--- src/rtl/i2s_rx_stereo_if.sv ---
// I2S pins plus buffered read side of i2s_rx_stereo; irq/irq_thresh exist only with I2S_RX_IRQ_EN.
// master = the receiver (drives BCLK/WS and the read data), slave = the SoC side / external device.
interface i2s_rx_stereo_if #(
  parameter int DATA_W     = 32,
  parameter int FIFO_DEPTH = 8
);
  localparam int LVL_W = $clog2(FIFO_DEPTH) + 1;

  logic              en;
  logic              BCLK;
  logic              WS;
  logic              DIN;
  logic              rd_en;
  logic [DATA_W-1:0] rd_data;
  logic              rd_ch;
  logic              empty;
  logic [LVL_W-1:0]  level;
  logic              overflow;
  logic              ovf_clr;
`ifdef I2S_RX_IRQ_EN
  logic [LVL_W-1:0]  irq_thresh;
  logic              irq;

  modport master (
    input  en, DIN, rd_en, ovf_clr, irq_thresh,
    output BCLK, WS, rd_data, rd_ch, empty, level, overflow, irq
  );
  modport slave (
    output en, DIN, rd_en, ovf_clr, irq_thresh,
    input  BCLK, WS, rd_data, rd_ch, empty, level, overflow, irq
  );
`else
  modport master (
    input  en, DIN, rd_en, ovf_clr,
    output BCLK, WS, rd_data, rd_ch, empty, level, overflow
  );
  modport slave (
    output en, DIN, rd_en, ovf_clr,
    input  BCLK, WS, rd_data, rd_ch, empty, level, overflow
  );
`endif
endinterface

--- src/rtl/i2s_rx_stereo.sv ---
// I2S master receiver: BCLK/WS generation, one-bit-delay capture, sign-extended stereo FIFO (FWFT).
// Push one clk after the last captured bit; a push into a full FIFO without a pop is dropped and flags overflow. Optional irq: I2S_RX_IRQ_EN.
module i2s_rx_stereo #(
  parameter int CLK_DIV    = 4,
  parameter int SLOT_W     = 32,
  parameter int SAMPLE_W   = 18,
  parameter int DATA_W     = 32,
  parameter int FIFO_DEPTH = 8
) (
  input  logic                clk,
  input  logic                rst_n,
  i2s_rx_stereo_if.master     bus
);
  localparam int LVL_W = $clog2(FIFO_DEPTH) + 1;
  localparam int AW    = $clog2(FIFO_DEPTH);
  localparam int DIV_W = $clog2(CLK_DIV);
  localparam int BIT_W = $clog2(SLOT_W);

  typedef enum logic {
    ST_IDLE = 1'b0,
    ST_RUN  = 1'b1
  } state_t;

  typedef struct packed {
    logic              ch;
    logic [DATA_W-1:0] dat;
  } ent_t;

  state_t r_state;
  state_t w_state_nxt;
  logic   w_run;

  always_ff @(posedge clk or negedge rst_n) begin
    if (!rst_n) begin
      r_state <= ST_IDLE;
    end else begin
      r_state <= w_state_nxt;
    end
  end

  always_comb begin
    w_state_nxt = r_state;
    w_run       = 1'b0;
    case (r_state)
      ST_IDLE: begin
        if (bus.en) begin
          w_state_nxt = ST_RUN;
        end
      end
      ST_RUN: begin
        if (bus.en) begin
          w_run = 1'b1;
        end else begin
          w_state_nxt = ST_IDLE;
        end
      end
      default: w_state_nxt = ST_IDLE;
    endcase
  end

  // Bus clock generation; everything collapses to zero whenever we are not actively running.
  logic [DIV_W-1:0] r_div;
  logic             r_bclk;
  logic             r_ws;
  logic [BIT_W-1:0] r_bit;
  logic             w_tick;
  logic             w_rise;
  logic             w_fall;

  assign w_tick = w_run && (r_div == DIV_W'(CLK_DIV - 1));
  assign w_rise = w_tick && !r_bclk;
  assign w_fall = w_tick && r_bclk;

  always_ff @(posedge clk or negedge rst_n) begin
    if (!rst_n) begin
      r_div  <= '0;
      r_bclk <= 1'b0;
      r_ws   <= 1'b0;
      r_bit  <= '0;
    end else if (!w_run) begin
      r_div  <= '0;
      r_bclk <= 1'b0;
      r_ws   <= 1'b0;
      r_bit  <= '0;
    end else begin
      r_div <= w_tick ? '0 : r_div + 1'b1;
      if (w_tick) begin
        r_bclk <= ~r_bclk;
      end
      if (w_fall) begin
        if (r_bit == BIT_W'(SLOT_W - 1)) begin
          r_bit <= '0;
          r_ws  <= ~r_ws;
        end else begin
          r_bit <= r_bit + 1'b1;
        end
      end
    end
  end

  // Slot bit 0 carries the previous slot's LSB, so the sample occupies bits 1..SAMPLE_W.
  logic [SAMPLE_W-1:0] r_shift;
  logic                r_push;
  logic                r_push_ch;
  logic                w_cap;
  logic [DATA_W-1:0]   w_ext;

  assign w_cap = w_rise && (r_bit != '0) && (r_bit <= BIT_W'(SAMPLE_W));
  assign w_ext = DATA_W'($signed(r_shift));

  always_ff @(posedge clk or negedge rst_n) begin
    if (!rst_n) begin
      r_shift   <= '0;
      r_push    <= 1'b0;
      r_push_ch <= 1'b0;
    end else begin
      r_push <= w_rise && (r_bit == BIT_W'(SAMPLE_W));
      if (w_rise) begin
        r_push_ch <= r_ws;
      end
      if (!w_run) begin
        r_shift <= '0;
      end else if (w_cap) begin
        r_shift <= SAMPLE_W'({r_shift, bus.DIN});
      end
    end
  end

  ent_t             r_mem [FIFO_DEPTH];
  logic [AW-1:0]    r_wptr;
  logic [AW-1:0]    r_rptr;
  logic [LVL_W-1:0] r_level;
  logic             r_ovf;
  logic             w_full;
  logic             w_pop;
  logic             w_wr;
  logic             w_drop;

  assign w_full = (r_level == LVL_W'(FIFO_DEPTH));
  assign w_pop  = bus.rd_en && (r_level != '0);
  // A pop in the same cycle frees the slot, so a full FIFO still accepts the push.
  assign w_wr   = r_push && (!w_full || w_pop);
  assign w_drop = r_push && w_full && !w_pop;

  always_ff @(posedge clk or negedge rst_n) begin
    if (!rst_n) begin
      for (int i = 0; i < FIFO_DEPTH; i++) begin
        r_mem[i] <= '0;
      end
    end else if (w_wr) begin
      r_mem[r_wptr] <= '{ch: r_push_ch, dat: w_ext};
    end
  end

  always_ff @(posedge clk or negedge rst_n) begin
    if (!rst_n) begin
      r_wptr  <= '0;
      r_rptr  <= '0;
      r_level <= '0;
      r_ovf   <= 1'b0;
    end else begin
      if (w_wr) begin
        r_wptr <= r_wptr + 1'b1;
      end
      if (w_pop) begin
        r_rptr <= r_rptr + 1'b1;
      end
      case ({w_wr, w_pop})
        2'b10:   r_level <= r_level + 1'b1;
        2'b01:   r_level <= r_level - 1'b1;
        default: r_level <= r_level;
      endcase
      if (w_drop) begin
        r_ovf <= 1'b1;
      end else if (bus.ovf_clr) begin
        r_ovf <= 1'b0;
      end
    end
  end

  assign bus.BCLK     = r_bclk;
  assign bus.WS       = r_ws;
  assign bus.rd_data  = r_mem[r_rptr].dat;
  assign bus.rd_ch    = r_mem[r_rptr].ch;
  assign bus.empty    = (r_level == '0);
  assign bus.level    = r_level;
  assign bus.overflow = r_ovf;

`ifdef I2S_RX_IRQ_EN
  logic r_irq;

  always_ff @(posedge clk or negedge rst_n) begin
    if (!rst_n) begin
      r_irq <= 1'b0;
    end else begin
      r_irq <= ((r_level >= bus.irq_thresh) && (bus.irq_thresh != '0)) || r_ovf;
    end
  end

  assign bus.irq = r_irq;
`endif

endmodule
--- src/flat_wrapper.sv ---
// flat-port wrapper written by rule: the top's interface ports become plain ports
module i2s_rx_stereo_flat 
#(
  parameter int CLK_DIV    = 4,
  parameter int SLOT_W     = 32,
  parameter int SAMPLE_W   = 18,
  parameter int DATA_W     = 32,
  parameter int FIFO_DEPTH = 8
)
  (clk, rst_n, bus_en, bus_DIN, bus_rd_en, bus_ovf_clr, bus_BCLK, bus_WS, bus_rd_data, bus_rd_ch, bus_empty, bus_level, bus_overflow);
  i2s_rx_stereo_if #(.DATA_W(DATA_W), .FIFO_DEPTH(FIFO_DEPTH)) bus_i ();
  input  logic clk;
  input  logic rst_n;
  input wire logic [$bits(bus_i.en)-1:0] bus_en;
  input wire logic [$bits(bus_i.DIN)-1:0] bus_DIN;
  input wire logic [$bits(bus_i.rd_en)-1:0] bus_rd_en;
  input wire logic [$bits(bus_i.ovf_clr)-1:0] bus_ovf_clr;
  output wire logic [$bits(bus_i.BCLK)-1:0] bus_BCLK;
  output wire logic [$bits(bus_i.WS)-1:0] bus_WS;
  output wire logic [$bits(bus_i.rd_data)-1:0] bus_rd_data;
  output wire logic [$bits(bus_i.rd_ch)-1:0] bus_rd_ch;
  output wire logic [$bits(bus_i.empty)-1:0] bus_empty;
  output wire logic [$bits(bus_i.level)-1:0] bus_level;
  output wire logic [$bits(bus_i.overflow)-1:0] bus_overflow;
  assign bus_i.en = bus_en;
  assign bus_i.DIN = bus_DIN;
  assign bus_i.rd_en = bus_rd_en;
  assign bus_i.ovf_clr = bus_ovf_clr;
  assign bus_BCLK = bus_i.BCLK;
  assign bus_WS = bus_i.WS;
  assign bus_rd_data = bus_i.rd_data;
  assign bus_rd_ch = bus_i.rd_ch;
  assign bus_empty = bus_i.empty;
  assign bus_level = bus_i.level;
  assign bus_overflow = bus_i.overflow;
  i2s_rx_stereo #(.CLK_DIV(CLK_DIV), .SLOT_W(SLOT_W), .SAMPLE_W(SAMPLE_W), .DATA_W(DATA_W), .FIFO_DEPTH(FIFO_DEPTH)) u_core (.clk(clk), .rst_n(rst_n), .bus(bus_i));
endmodule
--- config.mk ---
export PLATFORM = sky130hd
export DESIGN_NAME = i2s_rx_stereo_flat
export DESIGN_NICKNAME = d
export VERILOG_FILES = /design/src/rtl/i2s_rx_stereo_if.sv /design/src/rtl/i2s_rx_stereo.sv /design/src/flat_wrapper.sv
export SDC_FILE = /design/constraint.sdc
export NUM_CORES = 1
export LEC_CHECK = 0
export ABC_AREA = 1
export CAP_MARGIN = 20
export CORE_MARGIN = 10
export CORE_UTILIZATION = 40
export CTS_CLUSTER_DIAMETER = 100
export DETAILED_ROUTE_END_ITERATION = 8
export SYNTH_ARGS = -nofsm -noshare
export SYNTH_HDL_FRONTEND = slang
export SYNTH_SLANG_ARGS = --single-unit
--- constraint.sdc ---
create_clock -name clk -period 5.3 [get_ports clk]
set_clock_uncertainty 0.05 [all_clocks]
set_input_delay 1.59 -clock clk [delete_from_list [all_inputs] [get_ports clk]]
set_output_delay 1.59 -clock clk [all_outputs]
set_load 0.01 [all_outputs]
==> key figures <==
Detailed routing
  – Met3 wire length: 965 µm
  – Met2 WL: 9900 µm
  – DR DRC count: 0
  – Initial DRC Count: 477
  – Max layer used: met4
  – Vias/cell: 5.05
  – Initial DRT Pass Iterations: 5
  – Routed length on met1: 10300 µm
  – Antenna Violating Nets Remaining: 0
  – DRT Wirelength: 21400 µm
  – DR WL/cell: 15.7 µm
  – Total number of vias: 6876

Worst hold path
  – Hold Path Class: flip-flop to flip-flop

STA
  – WHS: 0.376 ns
  – Endpoints failing setup: 0
  – Fin. max-slew vios: 0
  – Tmin final: 4.55 ns
  – Setup tns final: 0 ns
  – Rel. slew slack: 0.441
  – Worst-Margin Slew: 0.839 ns
  – RSZ-0062 raised after global routing: false
  – Fmax: 0.220 GHz
  – Crit share post-route: 0.858
  – Endpoints failing hold: 0

CTS
  – Clock slew at reported path FFs: 0.07 ns
  – # hold bufs at CTS: 0
  – Clock buffer depth: 2
  – Number of buffers created by CTS: 17
  – Setup Buffers After CTS: 0
  – Clock latency on the worst-skew pair: 0.43 ns
  – Clock Sinks: 193
  – Root Driver: clkbuf_16
  – CTS tree: yes
  – CTS H-Tree Depth: 4
  – Post-CTS resize count: 0

Synthesis
  – Synth Area in Compound Gates: 0.178
  – Post-Syn Nets: 1085
  – Share of the synthesized area in the top cell type: 0.529
  – Flops & latches, synth: 193
  – Adder-cell share of the synthesized area: 0.0137
  – Area of the mapped netlist: 0.00913 mm²
  – Sequential fraction of the synthesis area: 0.529
  – Mean Syn Cell Area: 8.54 µm²
  – Simple-gate share of the synthesized area: 0.190
  – Netlist cell types: 28
  – Syn Inst Count: 1069
  – Xor and xnor fraction of the mapped netlist area: 0.00672
  – Top cell type by total area after synthesis: dfrtp_1
  – Synth top area cells: dfrtp_1 (53%), nand2_1 (11%), o21ai_0 (11%)
  – Post-synthesis mux area share: 0
  – Main combinational cell family by area after synthesis: simple AND/OR/NAND/NOR gates
  – Ys Warns: 0

Place
  – DP HPWL: 12900 µm
  – Placed cell count: 1330
  – Final GP Congestion: 0.749
  – Placed Area: 0.00946 mm²
  – Input/output buffers: 46

Floorplan
  – DIE AREA: 0.0293 mm²
  – Row cnt: 55
  – # IOs: 47
  – Core Area: 0.0226 mm²
  – Die outline width: 171 µm
  – Initial core utilization: 0.404
  – Die H: 171 µm

Worst setup path
  – Worst path required time: 3.66 ns
  – Worst Setup End Kind: primary output
  – R2r setup slk: 3.26 ns
  – Critical path launch point type: flip-flop
  – Critical path class: flip-flop to primary output
  – Critical path arrival: 2.91 ns
  – Worst-path fanout max: 77

Global route
  – Vias in the first global route: 6626
  – Initial antenna violation count: 0
  – Total GRT Usage: 0.153
  – Pin count of the biggest net entering global routing: 96
  – Overflow after GRT: 0
  – First-pass GRT wire length: 36000 µm

Layout
  – Post-route cell area: 0.0101 mm²
  – Synthesis-to-finish area growth: 10.6%
  – Diodes inserted: 0
  – Non-Filler Instances: 1361
  – Share of layout cells above drive strength 1: 0.0827
  – Layout Nets: 1080
  – Most frequent cells in the layout: nand2_1 (258), o21ai_0 (193), dfrtp_1 (191)
  – Most common cell after layout, fill and taps aside: nand2_1

Power and ir drop
  – Final Power: 2.94 mW
  – Pwr dens: 291 mW/mm²
  – Leak Pwr: 4.47 nW
  – Peak VDD IR: 0.000232 V

Status
  – Status: completed

Flow run
  – MaxCap Viol Count: 0
critical path, cell delays in order, from the launching register on:
cell and delay, ns:
dfrtp_2 0.37, buf_4 0.62, nor2_1 0.11, nor2_1 0.11
o21ai_0 0.10, o21ai_1 0.11, nand2_1 0.06, nand2_1 0.30
clkdlybuf4s50_1 0.63
per-layer routing:
metal,vias to the layer above,track usage
met4,0,0.0431
met2,122,0.242
li1,3433,-
met5,-,0
met1,3304,0.209
met3,17,0.0311
final cells by class:
cell class                 count  area (µm²)
multi-input combinational    752        3540
tap                          285         357
fill                        2257       12500
timing repair buffer          56         564
inverter                      44         165
clock inverter                11         186
sequential                   193        4830
clock buffer                  20         447
cell families after synthesis:
kind of cell             after synthesis
flip-flops                           193
XOR/XNOR                               7
AND/OR/NAND/NOR                      436
buffers and inverters                124
AO/OA/AOI/OAI                        299
adder cells (fa/ha/maj)               10
cell usage after synthesis:
cell,n
nor2_2,1
nor3_2,1
xnor2_1,2
nand2_4,8
buf_12,1
o21ai_0,193
o21ai_2,33
nand3_1,11
clkbuf_2,7
nor2_1,153
buf_6,13
nand3_2,2
o21ai_1,58
ha_1,10
inv_1,43
nor3_1,2
xor2_1,5
dfrtp_1,193
inv_2,1
o21a_1,1
buf_8,8
o22ai_1,1
buf_4,15
a21oi_1,13
buf_1,3
nand2_1,258
clkbuf_1,18
buf_2,15
worst paths after layout:
kind,startpoint,endpoint,cells past startpoint
max,u_core.r_rptr[0]$_DFFE_PN0P_,bus_rd_data[21],8
min,u_core.r_div[0]$_DFF_PN0_,u_core.r_div[0]$_DFF_PN0_,1
max reg2reg,u_core.bus.level[1]$_DFFE_PN0P_,u_core.bus.level[2]$_DFFE_PN0P_,11
min reg2reg,u_core.r_div[0]$_DFF_PN0_,u_core.r_div[0]$_DFF_PN0_,1
max in group asynchronous,rst_n,u_core.r_bit[2]$_DFFE_PN0P_,2
min in group asynchronous,rst_n,u_core.r_mem[140]$_DFFE_PN0P_,1
state kept, by name (all words and copies together) (netlist names), 2 cells and up:
| name | flops |
|---|---|
| u_core.bus.level | 4 |
| u_core.r_bit | 5 |
| u_core.r_div | 2 |
| u_core.r_mem | 152 |
| u_core.r_rptr | 3 |
| u_core.r_shift | 18 |
| u_core.r_wptr | 3 |
stage by stage:
stage               setup slack [ns]   util
detailed placement              1.21  0.419
global route                   0.534  0.447
floorplan                       2.06      -
CTS                            0.740  0.447
global placement                1.25  0.419
finish                         0.754  0.447
report_power, final:
part | leakage (nW) | internal [mW] | switching, mW | total [mW]
logic | 1.50 | 0.0113 | 0.0439 | 0.0553
registers | 2.66 | 1.48 | 0.00261 | 1.48
clock network | 0.310 | 0.845 | 0.559 | 1.40
Note: power is estimated with default switching activity, not from simulation.
